--- src/rtl/pkt_xmtr_if.sv ---
// Byte-input / serial-output bundle of the packet transmitter.
interface pkt_xmtr_if;
  logic [7:0] DIN;
  logic       VALID;
  logic       RDY;
  logic       SDATA;
  logic       BUSY;
  logic       TX_DONE;

  modport master (output DIN, VALID, input RDY, SDATA, BUSY, TX_DONE);
  modport slave  (input DIN, VALID, output RDY, SDATA, BUSY, TX_DONE);
endinterface

--- src/rtl/pkt_xmtr.sv ---
// Serial packet transmitter: collects BODY_SIZE/8 bytes, shifts
// {HEADER_VALUE, body} out MSB-first, then idles SDATA low for GAP_BITS.
module pkt_xmtr #(
  parameter int                     HEADER_SIZE  = 8,
  parameter logic [HEADER_SIZE-1:0] HEADER_VALUE = 8'ha5,
  parameter int                     BODY_SIZE    = 16,
  parameter int                     GAP_BITS     = 8
) (
  input  logic      SCLK,
  input  logic      RST,
  pkt_xmtr_if.slave bus
);
  localparam int NB    = BODY_SIZE / 8;
  localparam int FRAME = HEADER_SIZE + BODY_SIZE;
  localparam int BCW   = $clog2(FRAME + 1);
  localparam int GCW   = $clog2(GAP_BITS + 1);
  localparam int NCW   = $clog2(NB + 1);

  typedef enum logic [1:0] {COLLECT, SEND, GAP} state_t;

  state_t           state, state_n;
  logic [FRAME-1:0] shreg, shreg_n;
  logic [BCW-1:0]   bitcnt, bitcnt_n;
  logic [GCW-1:0]   gapcnt, gapcnt_n;
  logic [NCW-1:0]   bytecnt, bytecnt_n;
  logic             sdata_q, sdata_n;
  logic             rdy_q, rdy_n;
  logic             busy_q, busy_n;
  logic             done_q, done_n;

  // Bytes accumulate in the low end of the shift register while collecting;
  // on the last byte the header is merged on top to form the whole frame.
  logic [FRAME-1:0] body_acc, frame_ld;
  assign body_acc = {shreg[FRAME-9:0], bus.DIN};
  assign frame_ld = {HEADER_VALUE, {BODY_SIZE{1'b0}}}
                  | (body_acc & {{HEADER_SIZE{1'b0}}, {BODY_SIZE{1'b1}}});

  // Next-state and next-output decode; every output is registered below.
  always_comb begin
    state_n   = state;
    shreg_n   = shreg;
    bitcnt_n  = bitcnt;
    gapcnt_n  = gapcnt;
    bytecnt_n = bytecnt;
    sdata_n   = 1'b0;
    rdy_n     = rdy_q;
    busy_n    = busy_q;
    done_n    = 1'b0;
    case (state)
      COLLECT: begin
        rdy_n  = 1'b1;
        busy_n = 1'b0;
        if (bus.VALID && rdy_q) begin
          if (bytecnt == NCW'(NB - 1)) begin
            state_n   = SEND;
            sdata_n   = frame_ld[FRAME-1];
            shreg_n   = {frame_ld[FRAME-2:0], 1'b0};
            bitcnt_n  = BCW'(1);
            bytecnt_n = '0;
            rdy_n     = 1'b0;
            busy_n    = 1'b1;
          end else begin
            shreg_n   = body_acc;
            bytecnt_n = bytecnt + 1'b1;
          end
        end
      end
      SEND: begin
        // bitcnt is the number of frame bits already put on SDATA
        if (bitcnt == BCW'(FRAME)) begin
          state_n  = GAP;
          done_n   = 1'b1;
          gapcnt_n = GCW'(1);
        end else begin
          sdata_n  = shreg[FRAME-1];
          shreg_n  = {shreg[FRAME-2:0], 1'b0};
          bitcnt_n = bitcnt + 1'b1;
        end
      end
      GAP: begin
        if (gapcnt == GCW'(GAP_BITS)) begin
          state_n   = COLLECT;
          rdy_n     = 1'b1;
          busy_n    = 1'b0;
          bytecnt_n = '0;
        end else begin
          gapcnt_n = gapcnt + 1'b1;
        end
      end
      default: state_n = COLLECT;
    endcase
  end

  // State and output registers; reset aborts any frame and forces SDATA low.
  always_ff @(posedge SCLK or posedge RST) begin
    if (RST) begin
      state   <= COLLECT;
      shreg   <= '0;
      bitcnt  <= '0;
      gapcnt  <= '0;
      bytecnt <= '0;
      sdata_q <= 1'b0;
      rdy_q   <= 1'b0;
      busy_q  <= 1'b0;
      done_q  <= 1'b0;
    end else begin
      state   <= state_n;
      shreg   <= shreg_n;
      bitcnt  <= bitcnt_n;
      gapcnt  <= gapcnt_n;
      bytecnt <= bytecnt_n;
      sdata_q <= sdata_n;
      rdy_q   <= rdy_n;
      busy_q  <= busy_n;
      done_q  <= done_n;
    end
  end

  assign bus.SDATA   = sdata_q;
  assign bus.RDY     = rdy_q;
  assign bus.BUSY    = busy_q;
  assign bus.TX_DONE = done_q;
endmodule

--- src/flat_wrapper.sv ---
// flat-port wrapper written by rule: the top's interface ports become plain ports
module pkt_xmtr_flat 
#(
  parameter int                     HEADER_SIZE  = 8,
  parameter logic [HEADER_SIZE-1:0] HEADER_VALUE = 8'ha5,
  parameter int                     BODY_SIZE    = 16,
  parameter int                     GAP_BITS     = 8
)
  (SCLK, RST, bus_DIN, bus_VALID, bus_RDY, bus_SDATA, bus_BUSY, bus_TX_DONE);
  pkt_xmtr_if bus_i ();
  input  logic SCLK;
  input  logic RST;
  input wire logic [$bits(bus_i.DIN)-1:0] bus_DIN;
  input wire logic [$bits(bus_i.VALID)-1:0] bus_VALID;
  output wire logic [$bits(bus_i.RDY)-1:0] bus_RDY;
  output wire logic [$bits(bus_i.SDATA)-1:0] bus_SDATA;
  output wire logic [$bits(bus_i.BUSY)-1:0] bus_BUSY;
  output wire logic [$bits(bus_i.TX_DONE)-1:0] bus_TX_DONE;
  assign bus_i.DIN = bus_DIN;
  assign bus_i.VALID = bus_VALID;
  assign bus_RDY = bus_i.RDY;
  assign bus_SDATA = bus_i.SDATA;
  assign bus_BUSY = bus_i.BUSY;
  assign bus_TX_DONE = bus_i.TX_DONE;
  pkt_xmtr #(.HEADER_SIZE(HEADER_SIZE), .HEADER_VALUE(HEADER_VALUE), .BODY_SIZE(BODY_SIZE), .GAP_BITS(GAP_BITS)) u_core (.SCLK(SCLK), .RST(RST), .bus(bus_i));
endmodule
--- config.mk ---
export PLATFORM = sky130hd
export DESIGN_NAME = pkt_xmtr_flat
export DESIGN_NICKNAME = d
export VERILOG_FILES = /design/src/rtl/pkt_xmtr_if.sv /design/src/rtl/pkt_xmtr.sv /design/src/flat_wrapper.sv
export SDC_FILE = /design/constraint.sdc
export NUM_CORES = 1
export LEC_CHECK = 0
export ABC_CLOCK_PERIOD_IN_PS = 2300
export CAP_MARGIN = 20
export CORE_MARGIN = 5
export CORE_UTILIZATION = 53
export DETAILED_ROUTE_END_ITERATION = 16
export GPL_TIMING_DRIVEN = 0
export PLACE_DENSITY_LB_ADDON = 0.05
export SLEW_MARGIN = 20
export SYNTH_ARGS = -nofsm -noshare
export SYNTH_HDL_FRONTEND = slang
export SYNTH_SLANG_ARGS = --single-unit
--- constraint.sdc ---
create_clock -name SCLK -period 2.3 [get_ports SCLK]
set_input_delay 0.46 -clock SCLK [delete_from_list [all_inputs] [get_ports SCLK]]
set_output_delay 0.46 -clock SCLK [all_outputs]
set_load 0.01 [all_outputs]
== Word-level counts from Yosys, hierarchy flattened ==
Index checks and enable logic that the tools add are counted.
Word-level totals
  register bits after elaboration: 41
  output and inout bits: 4
Operators by class
  add/sub/neg operators: 3
  equal/unequal tests: 11
  muxes and demuxes: 31
  reduce and logical (&&, ||, !) cells: 11
Operators by type and width (number)
  two-way mux 24 bit: 3
  case mux 24 bit (2 select lines): 1
  two-way mux 5 bit: 3
  two-way mux 2 bit: 6
  case mux 5 bit (2 select lines): 1
  two-way mux 1 bit: 9
  AND reduction 3 bit: 3
  two-way mux 4 bit: 2
  != test 2 x 1 -> 1 bit (second input constant): 4
  case mux 4 bit (2 select lines): 1
  AND reduction 4 bit: 2
  case mux 1 bit (2 select lines): 3
  case mux 2 bit (3 select lines): 1
  nonzero test 2 bit: 3
  adder 5 x 1 -> 5 bit (second input constant): 1
  == test 5 bit (second input constant): 1
  adder 4 x 1 -> 4 bit (second input constant): 1
  == test 2 x 1 -> 1 bit (second input constant): 2
  == test 4 bit (second input constant): 1
  != test 2 bit (second input constant): 2
  case mux 2 bit (2 select lines): 1
  adder 2 x 1 -> 2 bit (second input constant): 1
  == test 2 bit (second input constant): 1
  zero test 2 bit: 1
  other kinds (2): 2

== Depth between registers and ports, before layout ==
Gate-level depths: netlist of run 1.
  depth after elaboration: 4
  gate-level depth with buffers: 7
  mapped depth without buffers: 6

== Worst setup path before layout of run 1 ==
Ideal clock, no wire load.
  path kind: register -> register
  start point: register u_core.bitcnt[0]
  end point: register u_core.shreg[10]
  setup time: 0.125 ns
  data arrival time: 1.549 ns
  setup slack: 0.626 ns
  stages on the path, launching flop included: 7
  buffers on the path: 1
  clock period less this slack: 1.674 ns
  path through: dfrtp_1 > inv_1 > ha_1 > nand4b_4 > o22ai_4 > buf_8 > mux2_4
Between the ends
  word-level cells in the longest chain between the ends: 3
RTL lines
  start, declared: line pkt_xmtr.sv:23  | logic [BCW-1:0] bitcnt, bitcnt_n;
  start signal, assigned: line pkt_xmtr.sv:109  | bitcnt <= bitcnt_n;
  == test 5 bit: line pkt_xmtr.sv:70  | if (bitcnt == BCW'(FRAME)) begin
  != test 2 bit (no line)
  AND reduction 3 bit (no line)
  end signal, assigned: line pkt_xmtr.sv:108  | shreg <= shreg_n;
  end, declared: line pkt_xmtr.sv:22  | logic [FRAME-1:0] shreg, shreg_n;
Every way passes these cells.
A chain may end at the register's enable or synchronous reset.

== Final worst setup path of run 1 ==
  start point: register u_core.state[1]
  end point: register u_core.shreg[1]
Between the ends
  word-level cells in the longest chain between the ends: 3
RTL lines
  start, declared: line pkt_xmtr.sv:21  | state_t state, state_n;
  start signal, assigned: line pkt_xmtr.sv:107  | state <= state_n;
  == test 2 x 1 -> 1 bit / zero test 2 bit (equally long branches): line pkt_xmtr.sv:49  | case (state)
  != test 2 bit (no line) (tied with other cells)
  AND reduction 3 bit (no line)
Several ways; a longest one is shown, not always the timed one.

==> flow_metrics.env, run 1 <==
export IMPL_cts_setup_buffers=0
export IMPL_dieArea_sq_um=6074
export IMPL_clk_insertion_delay_late_ps=300
export IMPL_power_per_cell_area_nw_per_um2=1330
export IMPL_hold_violations=0
export IMPL_cp_start_kind="flop"
export IMPL_cap_viol_max_count=0
export IMPL_synth_area_leaders="dfrtp_1, mux2_4, o21ai_0, mux2i_1, nand2_1"
export IMPL_diodes=0
export IMPL_finalWeightedCongestion=0.8262
export IMPL_synth_warnings=0
export IMPL_finalWirelength_microns=5023
export IMPL_h_tree_depth=2
export IMPL_grtUsageTotal_pct=17.89
export IMPL_slew_headroom_pct=67.30
export IMPL_synthCells=248
export IMPL_drtAntennaViolNets=0
export IMPL_rsz0062_at_grt="false"
export IMPL_cts_sinks=41
export IMPL_start_util_pct=55.41
export IMPL_vias=1883
export IMPL_ff_latch_area_sq_um=1026
export IMPL_fmax_mhz=507.2
export IMPL_setup_violations=0
export IMPL_slew_violations=0
export IMPL_clockRootBuffer="clkbuf_8"
export IMPL_period_minus_slack_ps=1971
export IMPL_async_flop_share_pct=100.0
export IMPL_fin_crit_sh_pct=85.72
export IMPL_worstMarginPinSlew_ps=490.5
export IMPL_dpl_cell_count=315
export IMPL_dp_hpwl_microns=3565
export IMPL_fin_skew_ps=13.44
export IMPL_yosys_area_top_type_share_pct=41.94
export IMPL_drt_pass1_iterations=4
export IMPL_p_leak_nw=1.309
export IMPL_synthFlopType="dfrtp_1"
export IMPL_io_buffers=14
export IMPL_synth_area_leader_cell="dfrtp_1"
export IMPL_grt_max_degree=26
export IMPL_path_class="reg -> reg"
export IMPL_min_delay_path_class="in -> async"
export IMPL_grt_pass1_vias=1880
export IMPL_synth_xor_area_share_pct=0
export IMPL_syn_area_sq_um=2446
export IMPL_overflow=0
export IMPL_antenna_found_initial=0
export IMPL_vias_per_cell=5.830
export IMPL_required_ps=2480
export IMPL_drt_wirelength_per_cell_microns=15.55
export IMPL_r2r_start="u_core.state[1]"
export IMPL_area_delta_synth_final_pct=14.12
export IMPL_dieWidth_microns=77.94
export IMPL_cts_resized=0
export IMPL_die_height_microns=77.94
export IMPL_end_kind="flop"
export IMPL_avgSynthCellArea_sq_um=9.863
export IMPL_drive_above_1_share_pct=12.92
export IMPL_n_fill_cell=393
export IMPL_synth_fp_nets=266
export IMPL_grt_pass1_wl_microns=8825
export IMPL_final_cells=323
export IMPL_synth_fa_ha_area_share_pct=3.581
export IMPL_rows=24
export IMPL_num_io_pins=15
export IMPL_ys_seq_area_share_pct=41.94
export IMPL_muxShareOfSynthArea_pct=15.60
export IMPL_final_util_pct=63.24
export IMPL_cp_startpoint="u_core.state[1]"
export IMPL_clk_pin_slew_worst_paths_ps=90
export IMPL_cts_tree="built"
export IMPL_drt_iter0_drc=109
export IMPL_synth_simple_area_share_pct=16.11
export IMPL_core_sq_um=4414
export IMPL_clockBufferDepth=2
export IMPL_yosysUniqueCellTypes=45
export IMPL_worstPathMaxFanout=10
export IMPL_peakVddDrop_v=0.0006075
export IMPL_rrSetupSlack_ps=330
export IMPL_synth_seq_cells=41
export IMPL_synth_compound_area_share_pct=17.39
export IMPL_cts_buffers=5
export IMPL_ctsHoldBuffers=0
export IMPL_synth_edff_count=0
export IMPL_synth_top_family_by_area="compound AO/OA/AOI/OAI gates"
export IMPL_outcome="complete, no violations"
export IMPL_nNetsFinal=288
export IMPL_multiInputGateArea_sq_um=1289
export IMPL_drc=0
export IMPL_arrival_ps=2160
[synth_stat cells, types with 2 or more instances]
| cell type | n |
|---|---|
| a21o_1 | 3 |
| a21oi_1 | 5 |
| a221o_1 | 2 |
| a22o_1 | 4 |
| a22oi_1 | 4 |
| a31oi_1 | 4 |
| and2_1 | 7 |
| and4b_1 | 2 |
| buf_2 | 3 |
| buf_6 | 3 |
| clkbuf_1 | 6 |
| dfrtp_1 | 41 |
| ha_1 | 7 |
| inv_1 | 9 |
| mux2_1 | 3 |
| mux2_2 | 2 |
| mux2_4 | 11 |
| mux2i_1 | 16 |
| nand2_1 | 36 |
| nand3_1 | 4 |
| nand3b_1 | 2 |
| nor2_1 | 9 |
| nor2b_1 | 5 |
| nor3_1 | 5 |
| o21ai_0 | 33 |
| o32a_1 | 2 |
| or3_1 | 2 |
[final cells by class]
cell class                 instances  share of cell area, %
multi-input combinational        183                  46.17
sequential                        41                  36.75
timing repair buffer              15                  5.737
buffer                            14                  3.362
clock buffer                       6                  2.958
tap                               52                  2.331
clock inverter                     2                  1.345
inverter                          10                  1.345
[metrics by stage]
step           hold slack [ps]  setup slack (ps)  area, sq um  TNS, ps  total power, mW
4_1_cts                  464.5             321.7         2791        0            3.746
5_1_grt                  508.3             156.1         2791        0            4.021
2_1_floorplan            441.8             626.3         2446        0            2.671
3_5_place_dp             463.6             199.3         2671        0            3.111
3_3_place_gp             459.2            -65.51         2651    -2607            3.071
6_report                 451.5             328.6         2791        0            3.712
[cells by family (layout without fill, tap and decap cells)]
group                      count (synthesis)  in the layout
AOI/OAI and AO/OA                         66             66
adders and majority gates                  7              7
buffers and inverters                     24             47
DFF                                       41             41
muxes                                     32             32
and+or+nand+nor                           78             78
[report_power, final]
part           internal (mW)  total [mW]  switching, mW
Combinational          0.923        1.81          0.890
Sequential              1.01        1.28          0.273
Clock                  0.353       0.620          0.267
[placed cells by master, fill, tap and decap left out, drive strengths merged, types with 4 or more instances in the layout]
cell,n
ha,7
nand3,4
inv,10
nor3,5
dfrtp,41
nor2b,5
a22oi,4
a22o,4
nand2,36
and2,8
mux2,16
o21ai,34
a31oi,4
clkbuf,12
clkdlybuf4s50,14
a21oi,5
mux2i,16
buf,9
nor2,9
[registers in the layout (all words and copies together) (netlist names)]
register / flops
u_core.bus.TX_DONE: 1
u_core.bus.RDY: 1
u_core.state: 2
u_core.gapcnt: 4
u_core.bytecnt: 2
u_core.bitcnt: 5
u_core.bus.SDATA: 1
u_core.shreg: 24
u_core.bus.BUSY: 1
[final timing paths]
path,end,cells after the start
worst max-delay path,u_core.shreg[1],6
worst min-delay path,u_core.bitcnt[4],2
worst max register to register,u_core.shreg[1],6
worst min register to register,u_core.shreg[21],2
max in group asynchronous,u_core.shreg[20],3
min in group SCLK,u_core.shreg[21],2
[critical path: stages (launching register included)]
cell and delay [ps]:
dfrtp_1 410, inv_1 80, ha_1 230, buf_2 240
clkbuf_1 420, o21ai_0 170, mux2_1 300
[per-layer routing]
metal	vias to the layer above	part of all wire (%)	track usage [%]
met5	-	0	0
met4	0	1.7	6.757
met3	8	3.5	4.051
li1	925	-	-
met2	35	48	29.13
met1	915	47	23.19
No activity file was read; power rests on OpenSTA's default activity.
==> run 2: changes to the inputs <==
--- a/config.mk
+++ b/config.mk
@@ -8,7 +8,7 @@
 export ABC_CLOCK_PERIOD_IN_PS = 2300
 export CAP_MARGIN = 20
 export CORE_MARGIN = 5
-export CORE_UTILIZATION = 53
+export CORE_UTILIZATION = 59
 export DETAILED_ROUTE_END_ITERATION = 16
 export GPL_TIMING_DRIVEN = 0
 export PLACE_DENSITY_LB_ADDON = 0.05
==> flow_metrics.env, run 2 (synthesized netlist as in run 1, its figures left out) <==
export IMPL_outcome="complete, no violations"
export IMPL_required_ps=2470
export IMPL_slew_headroom_pct=65.72
export IMPL_layout_common_cells="dfrtp_1, nand2_1, o21ai_0, mux2i_1, clkdlybuf4s50_1"
export IMPL_final_util_pct=68.56
export IMPL_drc=0
export IMPL_overflow=0
export IMPL_slew_violations=0
export IMPL_io_buffers=14
export IMPL_cap_viol_max_count=0
export IMPL_period_minus_slack_ps=2022
export IMPL_cts_resized=0
export IMPL_grt_max_degree=30
export IMPL_path_class="reg -> reg"
export IMPL_fin_skew_ps=6.185
export IMPL_fmax_mhz=494.6
export IMPL_post_place_ws_ps=181.2
export IMPL_antenna_found_initial=0
export IMPL_h_tree_depth=2
export IMPL_grt_pass1_wl_microns=8673
export IMPL_drive_above_1_share_pct=12.27
export IMPL_fin_ws_ps=278.0
export IMPL_final_common_cell="dfrtp_1"
export IMPL_clk_insertion_delay_late_ps=290
export IMPL_start_util_pct=61.15
export IMPL_crit_chain="inv_1 > ha_1 > buf_2 > clkbuf_1 > o21ai_0 > mux2_1"
export IMPL_drt_wirelength_per_cell_microns=15.58
export IMPL_dieWidth_microns=74.39
export IMPL_end_kind="flop"
export IMPL_diodes=0
export IMPL_min_delay_path_class="in -> async"
export IMPL_grtUsageTotal_pct=20.69
export IMPL_nNetsFinal=288
export IMPL_peakVddDrop_v=0.0007490
export IMPL_power_mw=3.526
export IMPL_hold_violations=0
export IMPL_ctsHoldBuffers=0
export IMPL_rrSetupSlack_ps=280
export IMPL_worstPathMaxFanout=10
export IMPL_drtAntennaViolNets=0
export IMPL_switchingPower_mw=1.397
export IMPL_dieArea_sq_um=5534
export IMPL_finalWeightedCongestion=0.7930
export IMPL_vias_per_cell=5.856
export IMPL_vias=1868
export IMPL_core_sq_um=4000
export IMPL_p_comb_share_pct=51.5
export IMPL_power_frac_seq_pct=36.1
export IMPL_fin_crit_sh_pct=87.91
export IMPL_n_fill_cell=313
export IMPL_p_int_mw=2.128
export IMPL_finalWirelength_microns=4969
export IMPL_p_leak_nw=1.292
export IMPL_drt_iter0_drc=99
export IMPL_rows=23
export IMPL_cts_sinks=41
export IMPL_rsz0062_at_grt="false"
export IMPL_die_height_microns=74.39
export IMPL_grt_pass1_vias=1882
export IMPL_drt_pass1_iterations=4
export IMPL_arrival_ps=2200
export IMPL_power_per_cell_area_nw_per_um2=1285
export IMPL_clk_pin_slew_worst_paths_ps=80
export IMPL_largest_register="u_core.shreg"
export IMPL_clock_power_share_pct=12.5
export IMPL_setup_tns_ps=0
export IMPL_clockBufferDepth=2
export IMPL_area_delta_synth_final_pct=12.12
export IMPL_dpl_cell_count=313
export IMPL_slowest_delay_ps=440
export IMPL_clockRootBuffer="clkbuf_8"
export IMPL_cts_tree="built"
export IMPL_setup_violations=0
export IMPL_largest_reg_flops=24
export IMPL_cts_setup_buffers=0
export IMPL_top_regs="u_core.shreg (24), u_core.bitcnt (5), u_core.gapcnt (4)"
export IMPL_final_cells=319
export IMPL_dp_hpwl_microns=3624
export IMPL_netSwitchingFraction_pct=39.63
export IMPL_worstMarginPinSlew_ps=514.1
export IMPL_cts_buffers=5
export IMPL_cp_start_kind="flop"
export IMPL_num_io_pins=15
export IMPL_slowest_stage="clkbuf_1"
## run 2: cell types whose count changed in the layout (fill, tap and decap cells not counted), sizes merged
cell | before | now
clkinvlp | 1 | 0
bufinv | 1 | 0
clkinv | 0 | 1
clkbuf | 12 | 11
## run 2: layer usage
metal  global-route usage [%]  vias to the layer above  share of wire (%)
met2                    35.32                       28                 50
met5                        0                        -                  0
met1                    25.60                      907                 45
li1                         -                      925                  -
met3                    4.595                        8                3.2
met4                    7.708                        0                1.9
## run 2: final timing paths
path | start | end | cells after the start
min in group SCLK | u_core.shreg[20] | u_core.shreg[20] | 2
setup reg to reg | u_core.state[1] | u_core.shreg[1] | 6
setup / recovery | u_core.state[1] | u_core.shreg[1] | 6
max in group asynchronous | RST | u_core.shreg[22] | 3
hold / removal | RST | u_core.bus.SDATA | 2
hold reg to reg | u_core.shreg[20] | u_core.shreg[20] | 2
## run 2: worst max-delay path, delay by kind of cell (launching register included)
family	cells	cell delay (ps)
adder cells (fa/ha/maj)	1	240
AO/OA/AOI/OAI	1	170
buffers and inverters	3	780
flip-flops	1	420
multiplexers	1	300
## run 2: cell type report
type / instances / area (sq um) / share of cell area, %
plain buffers: 14 / 93.84 / 3.422
clock buffers: 5 / 68.82 / 2.509
clock inverters: 1 / 5.005 / 0.1825
inverters: 10 / 37.54 / 1.369
multi-input cells: 183 / 1289 / 46.99
flip-flops and latches: 41 / 1026 / 37.41
well taps: 50 / 62.56 / 2.281
repair buffers: 15 / 160.2 / 5.839
## run 2: metrics by stage
| step | hold slack [ps] | cell area, sq um |
|---|---|---|
| finish | 420.6 | 2743 |
| global route | 452.3 | 2743 |
| CTS | 428.9 | 2743 |
| detailed placement | 464.2 | 2669 |
| global placement | 461.9 | 2649 |
| floorplan | 441.8 | 2446 |
## run 2: power groups by stage
stage	clock network (mW)	logic (mW)	registers, mW
2_1_floorplan	0	1.45	1.22
3_3_place_gp	0	1.78	1.27
3_5_place_dp	0	1.82	1.28
4_1_cts	0.453	1.83	1.27
5_1_grt	0.484	2.02	1.32
6_report	0.440	1.81	1.27
==> run 3: changes to the inputs <==
--- a/config.mk
+++ b/config.mk
@@ -5,12 +5,10 @@
 export SDC_FILE = /design/constraint.sdc
 export NUM_CORES = 1
 export LEC_CHECK = 0
-export ABC_CLOCK_PERIOD_IN_PS = 2300
+export ABC_CLOCK_PERIOD_IN_PS = 2350
 export CAP_MARGIN = 20
-export CORE_MARGIN = 5
-export CORE_UTILIZATION = 59
+export CORE_UTILIZATION = 64
 export DETAILED_ROUTE_END_ITERATION = 16
-export GPL_TIMING_DRIVEN = 0
 export PLACE_DENSITY_LB_ADDON = 0.05
 export SLEW_MARGIN = 20
 export SYNTH_ARGS = -nofsm -noshare
==> constraint.sdc (replaced) <==
create_clock -name SCLK -period 2.35 [get_ports SCLK]
set_input_delay 0.47 -clock SCLK [delete_from_list [all_inputs] [get_ports SCLK]]
set_output_delay 0.47 -clock SCLK [all_outputs]
set_load 0.01 [all_outputs]
==> flow_metrics.env, run 3 (synthesized netlist as in run 1, its figures left out) <==
export IMPL_peakVddDrop_v=0.0007084
export IMPL_start_util_pct=66.81
export IMPL_final_util_pct=74.95
export IMPL_diodes=0
export IMPL_vias=1846
export IMPL_num_io_pins=15
export IMPL_rows=22
export IMPL_clockBufferDepth=2
export IMPL_rsz0062_at_grt="false"
export IMPL_clk_pin_slew_worst_paths_ps=80
export IMPL_slew_violations=0
export IMPL_r2r_end="u_core.shreg[16]"
export IMPL_drt_wirelength_per_cell_microns=15.76
export IMPL_overflow=0
export IMPL_finalWeightedCongestion=0.8094
export IMPL_vias_per_cell=5.955
export IMPL_worstPathMaxFanout=32
export IMPL_antenna_found_initial=0
export IMPL_grt_pass1_wl_microns=8438
export IMPL_clk_insertion_delay_late_ps=290
export IMPL_dp_hpwl_microns=3219
export IMPL_cts_tree="built"
export IMPL_period_minus_slack_ps=1846
export IMPL_top_regs="u_core.shreg (24), u_core.bitcnt (5), u_core.gapcnt (4)"
export IMPL_drc=0
export IMPL_drt_iter0_drc=145
export IMPL_min_delay_path_class="reg -> reg"
export IMPL_hp_start="u_core.shreg[19]"
export IMPL_finalWirelength_microns=4886
export IMPL_dieWidth_microns=63.82
export IMPL_end_kind="flop"
export IMPL_drt_pass1_iterations=4
export IMPL_required_ps=2530
export IMPL_fmax_mhz=541.7
export IMPL_arrival_ps=2030
export IMPL_final_area_sq_um=2744
export IMPL_cp_start_kind="flop"
export IMPL_r2r_start="u_core.bitcnt[1]"
export IMPL_cts_resized=0
export IMPL_cts_sinks=41
export IMPL_ctsHoldBuffers=0
export IMPL_rrSetupSlack_ps=500
export IMPL_cts_buffers=5
export IMPL_place_area_sq_um=2610
export IMPL_dieArea_sq_um=4073
export IMPL_grtUsageTotal_pct=27.23
export IMPL_grt_max_degree=47
export IMPL_nNetsFinal=279
export IMPL_clockRootBuffer="clkbuf_8"
export IMPL_n_fill_cell=270
export IMPL_drtAntennaViolNets=0
export IMPL_drive_above_1_share_pct=11.83
export IMPL_fin_skew_ps=5.566
export IMPL_grt_pass1_vias=1830
export IMPL_cts_setup_buffers=0
export IMPL_min_to="u_core.shreg[19]"
export IMPL_h_tree_depth=2
export IMPL_p_leak_nw=1.296
export IMPL_ff_latch_area_sq_um=1026
export IMPL_final_common_cell="dfrtp_1"
export IMPL_setup_tns_ps=0
export IMPL_area_delta_synth_final_pct=12.17
export IMPL_layout_common_cells="dfrtp_1, nand2_1, o21ai_0, mux2i_1, clkdlybuf4s50_1"
export IMPL_hold_violations=0
export IMPL_die_height_microns=63.82
export IMPL_outcome="complete, no violations"
export IMPL_cap_viol_max_count=0
export IMPL_setup_violations=0
export IMPL_slew_headroom_pct=64.78
export IMPL_core_sq_um=3661
export IMPL_worstMarginPinSlew_ps=528.3
export IMPL_multiInputGateArea_sq_um=1289
export IMPL_hold_path_depth=2
export IMPL_path_class="reg -> reg"
export IMPL_io_buffers=14
export IMPL_largest_reg_flops=24
export IMPL_r2r_cells=6
export IMPL_fin_crit_sh_pct=78.55
export IMPL_largest_register="u_core.shreg"
export IMPL_power_per_cell_area_nw_per_um2=1319
==> run 3: cell types whose count changed in the layout (fill, tap and decap cells not counted) <==
cell       before  now
clkbuf_1        6    0
buf_4           1    5
buf_2           3    0
buf_6           3    0
bufinv_16       0    2
buf_8           1    0
inv_1           8    9
inv_2           2    1
==> run 3: critical path, cell delays in order, from the launching register on <==
cell	delay (ps)
dfrtp_1	430
inv_1	90
ha_1	200
nand4b_4	200
o22ai_4	220
buf_12	220
mux2_2	360
==> run 3: cell type report <==
| cell class | count | share of cell area [%] |
|---|---|---|
| Tap cell | 48 | 2.189 |
| Clock buffer | 5 | 2.508 |
| Multi-Input combinational cell | 183 | 46.97 |
| Sequential cell | 41 | 37.39 |
| Inverter | 10 | 1.368 |
| Clock inverter | 3 | 2.371 |
| Timing Repair Buffer | 20 | 7.205 |
==> run 3: worst max-delay path by stage <==
| stage | start | end | slack, ps | cells after the start |
|---|---|---|---|---|
| final | u_core.bitcnt[1] | u_core.shreg[16] | 500 | 6 |
| after global routing | u_core.bitcnt[0] | u_core.shreg[15] | 390 | 6 |
| after CTS | u_core.bitcnt[1] | u_core.shreg[16] | 500 | 6 |
| after detailed placement | bus_VALID | u_core.bitcnt[4] | 280 | 4 |
| after global placement | bus_VALID | u_core.bitcnt[3] | 330 | 4 |
| after floorplan | u_core.bitcnt[0] | u_core.shreg[10] | 680 | 6 |
==> run 3: metal layers <==
metal  vias up  wire length [microns]  global-route usage [%]
li1        912                      -                       -
met1       893                   2241                   33.53
met2        35                   2430                   46.41
met3         6                    129                   5.357
met4         0                     85                   11.36
met5         -                      0                       0
==> run 3: per-stage QoR <==
step                      hold slack, ps  worst slack [ps]  std cells  total power, mW
final                              475.3             504.0        310            3.619
after global routing               507.1             388.8        310            3.903
after CTS                          484.9             500.5        310            3.636
after detailed placement           465.7             278.3        302            2.947
after global placement             455.8             325.3        302            2.896
after floorplan                    441.8             676.3        248            2.614
==> run 3: where the power goes <==
part / leakage [nW] / total [mW] / internal, mW / switching [mW]
Sequential: 0.513 / 1.24 / 0.984 / 0.259
Clock: 0.0681 / 0.675 / 0.422 / 0.252
Combinational: 0.715 / 1.70 / 0.860 / 0.842
Total: 1.30 / 3.62 / 2.27 / 1.35
